<file path="src/rtl/mem_arbiter_if.sv">
// Handshake/bus bundle for mem_arbiter: core and debug request ports plus the shared memory port.
// slave = arbiter side, master = requesters and memory side.
interface mem_arbiter_if;
    logic        i_coreReq;
    logic        i_coreWr;
    logic [15:0] i_coreAddr;
    logic [15:0] i_coreWData;
    logic        o_coreGrant;
    logic        o_coreDone;
    logic [15:0] o_coreRData;

    logic        i_dbgReq;
    logic        i_dbgWr;
    logic [15:0] i_dbgAddr;
    logic [15:0] i_dbgWData;
    logic        o_dbgGrant;
    logic        o_dbgDone;
    logic [15:0] o_dbgRData;

    logic [15:0] o_memAddr;
    logic [15:0] o_memDataOut;
    logic        o_memEn;
    logic        o_memWr;
    logic [15:0] i_memDataIn;
    logic        o_busy;

    modport slave (
        input  i_coreReq, i_coreWr, i_coreAddr, i_coreWData,
        output o_coreGrant, o_coreDone, o_coreRData,
        input  i_dbgReq, i_dbgWr, i_dbgAddr, i_dbgWData,
        output o_dbgGrant, o_dbgDone, o_dbgRData,
        output o_memAddr, o_memDataOut, o_memEn, o_memWr,
        input  i_memDataIn,
        output o_busy
    );

    modport master (
        output i_coreReq, i_coreWr, i_coreAddr, i_coreWData,
        input  o_coreGrant, o_coreDone, o_coreRData,
        output i_dbgReq, i_dbgWr, i_dbgAddr, i_dbgWData,
        input  o_dbgGrant, o_dbgDone, o_dbgRData,
        input  o_memAddr, o_memDataOut, o_memEn, o_memWr,
        output i_memDataIn,
        input  o_busy
    );
endinterface

</file>
<file path="src/rtl/mem_arbiter.sv">
// Core/debug arbiter onto one memory port with one-cycle read latency (IDLE -> ISSUE -> CAPTURE).
// Define MEM_ARB_RR_EN for round-robin arbitration; otherwise debug has fixed priority.
module mem_arbiter (
    input logic          i_clk,
    input logic          i_rst,
    mem_arbiter_if.slave bus
);
    typedef enum logic [1:0] {IDLE, ISSUE, CAPTURE} state_t;

    state_t      state_q, state_d;
    logic        win_dbg_q, win_dbg_d;
    logic        wr_q, wr_d;
    logic [15:0] addr_q, addr_d;
    logic [15:0] wdata_q, wdata_d;
    logic        mem_en_q, mem_en_d;
    logic        mem_wr_q, mem_wr_d;
    logic        core_grant_q, core_grant_d;
    logic        dbg_grant_q, dbg_grant_d;
    logic        core_done_q, core_done_d;
    logic        dbg_done_q, dbg_done_d;
    logic [15:0] core_rdata_q, core_rdata_d;
    logic [15:0] dbg_rdata_q, dbg_rdata_d;
    logic        core_elig, dbg_elig, pick_dbg;
`ifdef MEM_ARB_RR_EN
    logic        last_dbg_q, last_dbg_d;
`endif

    // A port is masked in its own Done cycle so a held req there is not re-served.
    assign core_elig = bus.i_coreReq & ~core_done_q;
    assign dbg_elig  = bus.i_dbgReq & ~dbg_done_q;
`ifdef MEM_ARB_RR_EN
    assign pick_dbg  = dbg_elig & (~core_elig | ~last_dbg_q);
`else
    assign pick_dbg  = dbg_elig;
`endif

    always_comb begin
        state_d      = state_q;
        win_dbg_d    = win_dbg_q;
        wr_d         = wr_q;
        addr_d       = addr_q;
        wdata_d      = wdata_q;
        mem_en_d     = 1'b0;
        mem_wr_d     = 1'b0;
        core_grant_d = 1'b0;
        dbg_grant_d  = 1'b0;
        core_done_d  = 1'b0;
        dbg_done_d   = 1'b0;
        core_rdata_d = core_rdata_q;
        dbg_rdata_d  = dbg_rdata_q;
`ifdef MEM_ARB_RR_EN
        last_dbg_d   = last_dbg_q;
`endif
        unique case (state_q)
            IDLE: begin
                if (core_elig | dbg_elig) begin
                    win_dbg_d    = pick_dbg;
                    wr_d         = pick_dbg ? bus.i_dbgWr    : bus.i_coreWr;
                    addr_d       = pick_dbg ? bus.i_dbgAddr  : bus.i_coreAddr;
                    wdata_d      = pick_dbg ? bus.i_dbgWData : bus.i_coreWData;
                    mem_en_d     = 1'b1;
                    mem_wr_d     = wr_d;
                    core_grant_d = ~pick_dbg;
                    dbg_grant_d  = pick_dbg;
`ifdef MEM_ARB_RR_EN
                    last_dbg_d   = pick_dbg;
`endif
                    state_d      = ISSUE;
                end
            end
            ISSUE: begin
                core_grant_d = ~win_dbg_q;
                dbg_grant_d  = win_dbg_q;
                state_d      = CAPTURE;
            end
            CAPTURE: begin
                core_done_d = ~win_dbg_q;
                dbg_done_d  = win_dbg_q;
                if (!wr_q) begin
                    if (win_dbg_q) dbg_rdata_d  = bus.i_memDataIn;
                    else           core_rdata_d = bus.i_memDataIn;
                end
                state_d = IDLE;
            end
            default: state_d = IDLE;
        endcase
    end

    // Async reset so an in-flight write strobe drops immediately.
    always_ff @(posedge i_clk or posedge i_rst) begin
        if (i_rst) begin
            state_q      <= IDLE;
            win_dbg_q    <= 1'b0;
            wr_q         <= 1'b0;
            addr_q       <= 16'h0000;
            wdata_q      <= 16'h0000;
            mem_en_q     <= 1'b0;
            mem_wr_q     <= 1'b0;
            core_grant_q <= 1'b0;
            dbg_grant_q  <= 1'b0;
            core_done_q  <= 1'b0;
            dbg_done_q   <= 1'b0;
            core_rdata_q <= 16'h0000;
            dbg_rdata_q  <= 16'h0000;
`ifdef MEM_ARB_RR_EN
            last_dbg_q   <= 1'b0;
`endif
        end else begin
            state_q      <= state_d;
            win_dbg_q    <= win_dbg_d;
            wr_q         <= wr_d;
            addr_q       <= addr_d;
            wdata_q      <= wdata_d;
            mem_en_q     <= mem_en_d;
            mem_wr_q     <= mem_wr_d;
            core_grant_q <= core_grant_d;
            dbg_grant_q  <= dbg_grant_d;
            core_done_q  <= core_done_d;
            dbg_done_q   <= dbg_done_d;
            core_rdata_q <= core_rdata_d;
            dbg_rdata_q  <= dbg_rdata_d;
`ifdef MEM_ARB_RR_EN
            last_dbg_q   <= last_dbg_d;
`endif
        end
    end

    assign bus.o_memAddr    = addr_q;
    assign bus.o_memDataOut = wdata_q;
    assign bus.o_memEn      = mem_en_q;
    assign bus.o_memWr      = mem_wr_q;
    assign bus.o_coreGrant  = core_grant_q;
    assign bus.o_dbgGrant   = dbg_grant_q;
    assign bus.o_coreDone   = core_done_q;
    assign bus.o_dbgDone    = dbg_done_q;
    assign bus.o_coreRData  = core_rdata_q;
    assign bus.o_dbgRData   = dbg_rdata_q;
    assign bus.o_busy       = (state_q != IDLE);
endmodule
</file>
<file path="src/flat_wrapper.sv">
// flat-port wrapper written by rule: the top's interface ports become plain ports
module mem_arbiter_flat 
  (i_clk, i_rst, bus_i_coreReq, bus_i_coreWr, bus_i_coreAddr, bus_i_coreWData, bus_o_coreGrant, bus_o_coreDone, bus_o_coreRData, bus_i_dbgReq, bus_i_dbgWr, bus_i_dbgAddr, bus_i_dbgWData, bus_o_dbgGrant, bus_o_dbgDone, bus_o_dbgRData, bus_o_memAddr, bus_o_memDataOut, bus_o_memEn, bus_o_memWr, bus_i_memDataIn, bus_o_busy);
  mem_arbiter_if bus_i ();
  input logic i_clk;
  input logic i_rst;
  input wire logic [$bits(bus_i.i_coreReq)-1:0] bus_i_coreReq;
  input wire logic [$bits(bus_i.i_coreWr)-1:0] bus_i_coreWr;
  input wire logic [$bits(bus_i.i_coreAddr)-1:0] bus_i_coreAddr;
  input wire logic [$bits(bus_i.i_coreWData)-1:0] bus_i_coreWData;
  output wire logic [$bits(bus_i.o_coreGrant)-1:0] bus_o_coreGrant;
  output wire logic [$bits(bus_i.o_coreDone)-1:0] bus_o_coreDone;
  output wire logic [$bits(bus_i.o_coreRData)-1:0] bus_o_coreRData;
  input wire logic [$bits(bus_i.i_dbgReq)-1:0] bus_i_dbgReq;
  input wire logic [$bits(bus_i.i_dbgWr)-1:0] bus_i_dbgWr;
  input wire logic [$bits(bus_i.i_dbgAddr)-1:0] bus_i_dbgAddr;
  input wire logic [$bits(bus_i.i_dbgWData)-1:0] bus_i_dbgWData;
  output wire logic [$bits(bus_i.o_dbgGrant)-1:0] bus_o_dbgGrant;
  output wire logic [$bits(bus_i.o_dbgDone)-1:0] bus_o_dbgDone;
  output wire logic [$bits(bus_i.o_dbgRData)-1:0] bus_o_dbgRData;
  output wire logic [$bits(bus_i.o_memAddr)-1:0] bus_o_memAddr;
  output wire logic [$bits(bus_i.o_memDataOut)-1:0] bus_o_memDataOut;
  output wire logic [$bits(bus_i.o_memEn)-1:0] bus_o_memEn;
  output wire logic [$bits(bus_i.o_memWr)-1:0] bus_o_memWr;
  input wire logic [$bits(bus_i.i_memDataIn)-1:0] bus_i_memDataIn;
  output wire logic [$bits(bus_i.o_busy)-1:0] bus_o_busy;
  assign bus_i.i_coreReq = bus_i_coreReq;
  assign bus_i.i_coreWr = bus_i_coreWr;
  assign bus_i.i_coreAddr = bus_i_coreAddr;
  assign bus_i.i_coreWData = bus_i_coreWData;
  assign bus_o_coreGrant = bus_i.o_coreGrant;
  assign bus_o_coreDone = bus_i.o_coreDone;
  assign bus_o_coreRData = bus_i.o_coreRData;
  assign bus_i.i_dbgReq = bus_i_dbgReq;
  assign bus_i.i_dbgWr = bus_i_dbgWr;
  assign bus_i.i_dbgAddr = bus_i_dbgAddr;
  assign bus_i.i_dbgWData = bus_i_dbgWData;
  assign bus_o_dbgGrant = bus_i.o_dbgGrant;
  assign bus_o_dbgDone = bus_i.o_dbgDone;
  assign bus_o_dbgRData = bus_i.o_dbgRData;
  assign bus_o_memAddr = bus_i.o_memAddr;
  assign bus_o_memDataOut = bus_i.o_memDataOut;
  assign bus_o_memEn = bus_i.o_memEn;
  assign bus_o_memWr = bus_i.o_memWr;
  assign bus_i.i_memDataIn = bus_i_memDataIn;
  assign bus_o_busy = bus_i.o_busy;
  mem_arbiter u_core (.i_clk(i_clk), .i_rst(i_rst), .bus(bus_i));
endmodule
</file>
<file path="config.mk">
export PLATFORM = sky130hd
export DESIGN_NAME = mem_arbiter_flat
export DESIGN_NICKNAME = d
export VERILOG_FILES = /design/src/rtl/mem_arbiter_if.sv /design/src/rtl/mem_arbiter.sv /design/src/flat_wrapper.sv
export SDC_FILE = /design/constraint.sdc
export NUM_CORES = 1
export LEC_CHECK = 0
export CELL_PAD_IN_SITES_DETAIL_PLACEMENT = 2
export CELL_PAD_IN_SITES_GLOBAL_PLACEMENT = 2
export CORE_AREA = 2 2 110 112
export DETAILED_ROUTE_END_ITERATION = 10
export DIE_AREA = 0 0 112 114
export GPL_TIMING_DRIVEN = 0
export PLACE_DENSITY_LB_ADDON = 0.1
export REMOVE_ABC_BUFFERS = 1
export SETUP_SLACK_MARGIN = 0.5
export SYNTH_ARGS = -nofsm -noshare
export SYNTH_HDL_FRONTEND = slang
export SYNTH_SLANG_ARGS = --single-unit
export TNS_END_PERCENT = 10
</file>
<file path="constraint.sdc">
create_clock -name i_clk -period 4.15 [get_ports i_clk]
set_clock_uncertainty 0.2 [all_clocks]
set_input_delay 0.6225 -clock i_clk [delete_from_list [all_inputs] [get_ports i_clk]]
set_output_delay 0.6225 -clock i_clk [all_outputs]
set_load 0.005 [all_outputs]
</file>
==> impl_metrics.json, run 1 <==
{
  "syn_to_final_growth_pct": 62.4,
  "grt_pass1_vias": 2663,
  "antenna_left": 0,
  "worstPathArrival_ns": 3.25,
  "cp_data_required_time_ns": 4.16,
  "cts_setup_buffers": 0,
  "pwr-share-seq": 0.347,
  "ys_warn_count": 0,
  "p_clk_frac": 0.219,
  "drcViolationCount": 0,
  "hold_viol": 0,
  "fill_cells": 1175,
  "vias_per_cell": 4.52,
  "worstSetupStartpointType": "input port",
  "place_hpwl_microns": 6780,
  "status": "finished, final reports clean",
  "dr.pass1.iters": 2,
  "clock_latency_ns": 0.33,
  "h-tree-depth": 3,
  "synth_area_sq_mm": 0.00319,
  "clock-sinks": 74,
  "fin_ws_ns": 0.910,
  "wirelength_microns": 9200,
  "die_w_microns": 112,
  "p_int_mw": 2.66,
  "worst_slew_pin_slew_ns": 1.16,
  "fin_area_sq_mm": 0.00518,
  "hp-class": "reg -> reg",
  "max_freq_mhz": 309,
  "drt_iter0_markers": 44,
  "die_h_microns": 114,
  "track_usage": 0.153,
  "period_minus_slack_ns": 3.24,
  "final-max-slew-violation-count": 0,
  "rsz0062_at_grt": "no",
  "final_nets": 449,
  "dpl_cell_area_sq_mm": 0.00488,
  "combPwrFrac": 0.434,
  "routedWlPerCell_microns": 17.9,
  "cts_resized": 0,
  "synth_top_area_frac": 0.580,
  "grt_max_degree": 39,
  "numCtsBuffers": 9,
  "power.density_mw_per_mm2": 704,
  "row_count": 40,
  "clock_path_buffers": 2,
  "slowest_delay_ns": 1.14,
  "grt_pass1_wl_microns": 14800,
  "postSynthCellCount": 204,
  "port_buffers": 156,
  "cts_hold_buf": 0,
  "path_clk_slew_ns": 0.05,
  "diodes": 0,
  "path_max_fanout": 38,
  "path_class": "in -> reg",
  "peakVddDrop_v": 0.000230,
  "synthTopCellsByArea": "dfrtp_1 58%, mux2_2 34%, buf_6 2.5%",
  "coreArea_sq_mm": 0.0117,
  "relSlewSlack": 0.222,
  "grt_overflow_total": 0,
  "antenna_found_initial": 0,
  "p_leak_nw": 2.11,
  "finalPower_mw": 3.65,
  "final-setup-viol-count": 0,
  "ios": 157,
  "synth-seq-area-share": 0.580,
  "dr_total_vias": 2325,
  "gp_congestion": 0.686,
  "swShare": 0.271,
  "timing.max_cap.violations": 0,
  "cp_cell_sequence": "clkdlybuf4s50_1, nand2b_2, a21oi_4, mux2_2",
  "critPathCaptureType": "flop",
  "ys_seq_elements": 74,
  "syn_avg_cell_area_sq_um": 15.7,
  "period_share": 0.781,
  "dieArea_sq_mm": 0.0128,
  "tritoncts": "yes",
  "drive_gt1_frac": 0.319,
  "dp_slack_ns": 0.442,
  "ys_types": 21,
  "cts_root_buf": "clkbuf_16",
  "synth_top_area_cell": "dfrtp_1",
  "hold_ws_ns": 0.286,
  "start_util": 0.273,
  "crit_slowest_cell": "a21oi_4",
  "p_sw_mw": 0.988
}
final timing paths:
check | start | end | slack [ns] | cells after the start
max | bus_i_dbgReq | u_core.bus.o_memDataOut[7] | 0.91 | 4
min | u_core.bus.o_memDataOut[8] | u_core.bus.o_memDataOut[8] | 0.29 | 1
max reg2reg | u_core.bus.o_dbgDone | u_core.bus.o_memDataOut[7] | 1.17 | 3
min reg2reg | u_core.bus.o_memDataOut[8] | u_core.bus.o_memDataOut[8] | 0.29 | 1
max in group asynchronous | i_rst | u_core.bus.o_dbgRData[9] | 2.69 | 3
min in group asynchronous | i_rst | u_core.bus.o_memAddr[4] | 0.49 | 2
metal layers:
layer | track usage | wire (microns) | vias to the layer above
met4 | 0.0520 | 163 | 0
met1 | 0.184 | 3870 | 1166
li1 | - | - | 1038
met5 | 0 | 0 | -
met2 | 0.244 | 4370 | 108
met3 | 0.0696 | 795 | 13
power groups by stage:
| stage | Clock [mW] | Sequential [mW] | Combinational, mW |
|---|---|---|---|
| finish | 0.799 | 1.27 | 1.58 |
| global route | 0.854 | 1.32 | 1.72 |
| CTS | 0.830 | 1.28 | 1.63 |
| detailed placement | 0 | 1.28 | 1.62 |
| global placement | 0 | 1.26 | 1.58 |
| floorplan | 0 | 1.29 | 0.612 |
state kept, by name, indices dropped and copies added (netlist names):
signal                   count
u_core.bus.o_coreDone        1
u_core.state_q               2
u_core.bus.o_dbgDone         1
u_core.wr_q                  1
u_core.bus.o_coreRData      16
u_core.bus.o_memDataOut     16
u_core.bus.o_dbgGrant        1
u_core.bus.o_memWr           1
u_core.win_dbg_q             1
u_core.bus.o_coreGrant       1
u_core.bus.o_memAddr        16
u_core.bus.o_dbgRData       16
u_core.bus.o_memEn           1
critical path: cells and delay by family:
kind,cells,cell delay [ns]
mux,1,0.43
buf+inv,1,0.48
simple gates,1,0.55
compound gates,1,1.14
cells by family after synthesis:
kind of cell | count (synthesis) | synth area share
flip-flops | 74 | 0.580
AND/OR/NAND/NOR | 13 | 0.0274
multiplexers | 98 | 0.345
buffers and inverters | 13 | 0.0349
AO/OA/AOI/OAI | 6 | 0.0129
cell type report:
cell class / instances / area [sq um] / area share
clock inverters: 2 / 35.0 / 0.00676
clock buffers: 13 / 270 / 0.0521
repair buffers: 159 / 1600 / 0.309
multi-input cells: 117 / 1230 / 0.237
flip-flops and latches: 74 / 1850 / 0.357
well taps: 147 / 184 / 0.0355
inverters: 2 / 10.0 / 0.00193
cells in the mapped netlist:
library cell	instances
buf_4	2
nor3_2	1
a21oi_4	1
nor2_1	1
nand2_1	1
buf_2	2
or2_1	1
and2_1	1
nor2b_1	2
mux2_1	1
and3b_1	1
nand2b_2	1
buf_6	7
nand2b_1	3
mux2i_1	2
dfrtp_1	74
a21oi_1	2
inv_1	2
mux2_2	95
o21ai_0	3
or3b_2	1
layout by cell type (no fill, tap or decap), types with 2 or more instances in the layout:
| cell type | n |
|---|---|
| nand2b_1 | 3 |
| nor2b_1 | 2 |
| clkbuf_16 | 9 |
| a21oi_1 | 2 |
| buf_6 | 2 |
| clkdlybuf4s50_1 | 156 |
| o21ai_0 | 3 |
| clkbuf_8 | 3 |
| mux2i_1 | 2 |
| mux2_2 | 95 |
| dfrtp_1 | 74 |
stage by stage:
| step | std cells | utilization | setup TNS (ns) |
|---|---|---|---|
| finish | 514 | 0.443 | 0 |
| global placement | 496 | 0.413 | -2.72 |
| detailed placement | 499 | 0.417 | 0 |
| floorplan | 193 | - | 0 |
| global route | 514 | 0.443 | 0 |
| CTS | 514 | 0.443 | 0 |
No activity file was read; power rests on OpenSTA's default activity.
==> run 2: changes to the inputs <==
--- a/config.mk
+++ b/config.mk
@@ -7,9 +7,9 @@
 export LEC_CHECK = 0
 export CELL_PAD_IN_SITES_DETAIL_PLACEMENT = 2
 export CELL_PAD_IN_SITES_GLOBAL_PLACEMENT = 2
-export CORE_AREA = 2 2 110 112
+export CORE_AREA = 2 2 121 123
 export DETAILED_ROUTE_END_ITERATION = 10
-export DIE_AREA = 0 0 112 114
+export DIE_AREA = 0 0 123 125
 export GPL_TIMING_DRIVEN = 0
 export PLACE_DENSITY_LB_ADDON = 0.1
 export REMOVE_ABC_BUFFERS = 1
==> constraint.sdc (replaced) <==
create_clock -name i_clk -period 2.6 [get_ports i_clk]
set_clock_uncertainty 0.2 [all_clocks]
set_input_delay 0.39 -clock i_clk [delete_from_list [all_inputs] [get_ports i_clk]]
set_output_delay 0.39 -clock i_clk [all_outputs]
set_load 0.005 [all_outputs]
==> impl_metrics.json, run 2 (synthesis gave the netlist of run 1 again) <==
{
  "coreArea_sq_mm": 0.0142,
  "final-max-slew-violation-count": 0,
  "worstSetupStartpointType": "flop",
  "grtUsageMet1": 0.159,
  "die_h_microns": 125,
  "cp_data_required_time_ns": 2.01,
  "use_met3": 0.0575,
  "wirelength_microns": 9320,
  "syn_to_final_growth_pct": 64.9,
  "worstPathArrival_ns": 1.57,
  "status": "finished, final reports clean",
  "cts_hold_buf": 0,
  "worstReg2RegEnd": "u_core.bus.o_coreRData[14]",
  "period_share": 0.829,
  "fin_ws_ns": 0.444,
  "relSlewSlack": 0.432,
  "dr_total_vias": 2339,
  "drt_iter0_markers": 28,
  "cts_root_buf": "clkbuf_16",
  "die_w_microns": 123,
  "dieArea_sq_mm": 0.0154,
  "timing.max_cap.violations": 0,
  "dr.pass1.iters": 2,
  "routedWlPerCell_microns": 16.8,
  "finalPower_mw": 5.83,
  "hp-class": "in -> async",
  "clock_latency_ns": 0.34,
  "layout_commonest_cell": "clkdlybuf4s50_1",
  "drcViolationCount": 0,
  "vias_per_cell": 4.21,
  "start_util": 0.225,
  "rsz0062_at_grt": "yes",
  "clock_path_buffers": 2,
  "final_nets": 453,
  "dp_slack_ns": -0.964,
  "h-tree-depth": 3,
  "use_met2": 0.190,
  "hold_viol": 0,
  "final_cell_mix": "156 x clkdlybuf4s50_1, 95 x mux2_2, 74 x dfrtp_1, 9 x clkbuf_16, 4 x buf_4",
  "power.density_mw_per_mm2": 1110,
  "antenna_left": 0,
  "grt_max_degree": 42,
  "path_clk_slew_ns": 0.06,
  "grt_pass1_wl_microns": 14900,
  "period_minus_slack_ns": 2.16,
  "r2r_setup_slack_ns": 0.54,
  "tns_ns": 0,
  "row_count": 44,
  "grt_overflow_total": 0,
  "fin_area_sq_mm": 0.00527,
  "reg2reg_depth": 3,
  "path_max_fanout": 7,
  "gp_congestion": 0.621,
  "path_class": "reg -> out",
  "numCtsBuffers": 9,
  "worst_slew_pin_slew_ns": 0.849,
  "max_freq_mhz": 464,
  "p_leak_nw": 2.12,
  "final-setup-viol-count": 0,
  "dpl_cell_area_sq_mm": 0.00492,
  "peakVddDrop_v": 0.000326,
  "antenna_found_initial": 0,
  "tritoncts": "yes",
  "r2r_start": "u_core.state_q[0]",
  "critPathCaptureType": "output port",
  "port_buffers": 156,
  "track_usage": 0.129,
  "grt_pass1_vias": 2688,
  "diodes": 0,
  "place_hpwl_microns": 6430,
  "clock-sinks": 74,
  "ios": 157,
  "drive_gt1_frac": 0.329,
  "grt_busiest_layer": "met2"
}
## run 2: changes by cell type in the layout (fill, tap and decap cells not counted), sizes merged
cell      delta
a21oi        +1
buf          +3
bufinv       -1
clkinvlp     +1
## run 2: what timing repair did
| item | in CTS | in global routing |
|---|---|---|
| cloned | 1 | 0 |
| endpoints found under the setup margin | 69 | 65 |
| setup buffers | 5 | 0 |
| pin swaps | 2 | 0 |
| resized for setup | 2 | 2 |
## run 2: how the worst max path moves through the flow
stage                     slack, ns  cells after the start              start                    endpoint
after floorplan                0.13                      1              i_rst       u_core.bus.o_coreDone
after CTS                      0.26                      2  u_core.state_q[0]                  bus_o_busy
after detailed placement      -0.96                      4       bus_i_dbgReq     u_core.bus.o_memAddr[9]
final                          0.44                      2  u_core.state_q[0]                  bus_o_busy
after global routing           0.37                      3  u_core.state_q[0]  u_core.bus.o_coreRData[14]
after global placement        -1.46                      2              i_rst     u_core.bus.o_memAddr[5]
## run 2: report_power, final
| part | switching, mW | internal [mW] | total [mW] |
|---|---|---|---|
| clock network | 0.463 | 0.692 | 1.15 |
| registers | 0.298 | 1.73 | 2.03 |
| logic | 0.867 | 1.78 | 2.65 |
| total | 1.63 | 4.20 | 5.83 |
## run 2: stage by stage
stage / std cells / utilization / hold slack (ns)
global placement: 533 / 0.344 / 0.273
detailed placement: 534 / 0.346 / 0.283
global route: 555 / 0.371 / 0.291
finish: 555 / 0.371 / 0.233
floorplan: 193 / - / 0.248
CTS: 555 / 0.370 / 0.248
## run 2: layout make-up
class	count	area, sq um
clock buffer	13	260
clock inverter	2	12.5
fill	1454	8940
inverter	2	10.0
multi-input combinational	118	1260
sequential	74	1850
tap	184	230
timing repair buffer	162	1640
## run 2: worst max-delay path: stages (launching register included)
cell and delay [ns]:
dfrtp_1 0.43, or2_4 0.32, clkdlybuf4s50_1 0.47
## run 2: metal layers
layer | vias to the layer above | part of all wire
met5 | - | 0
met4 | 0 | 0.022
met3 | 13 | 0.12
met2 | 103 | 0.45
met1 | 1177 | 0.41
li1 | 1046 | -
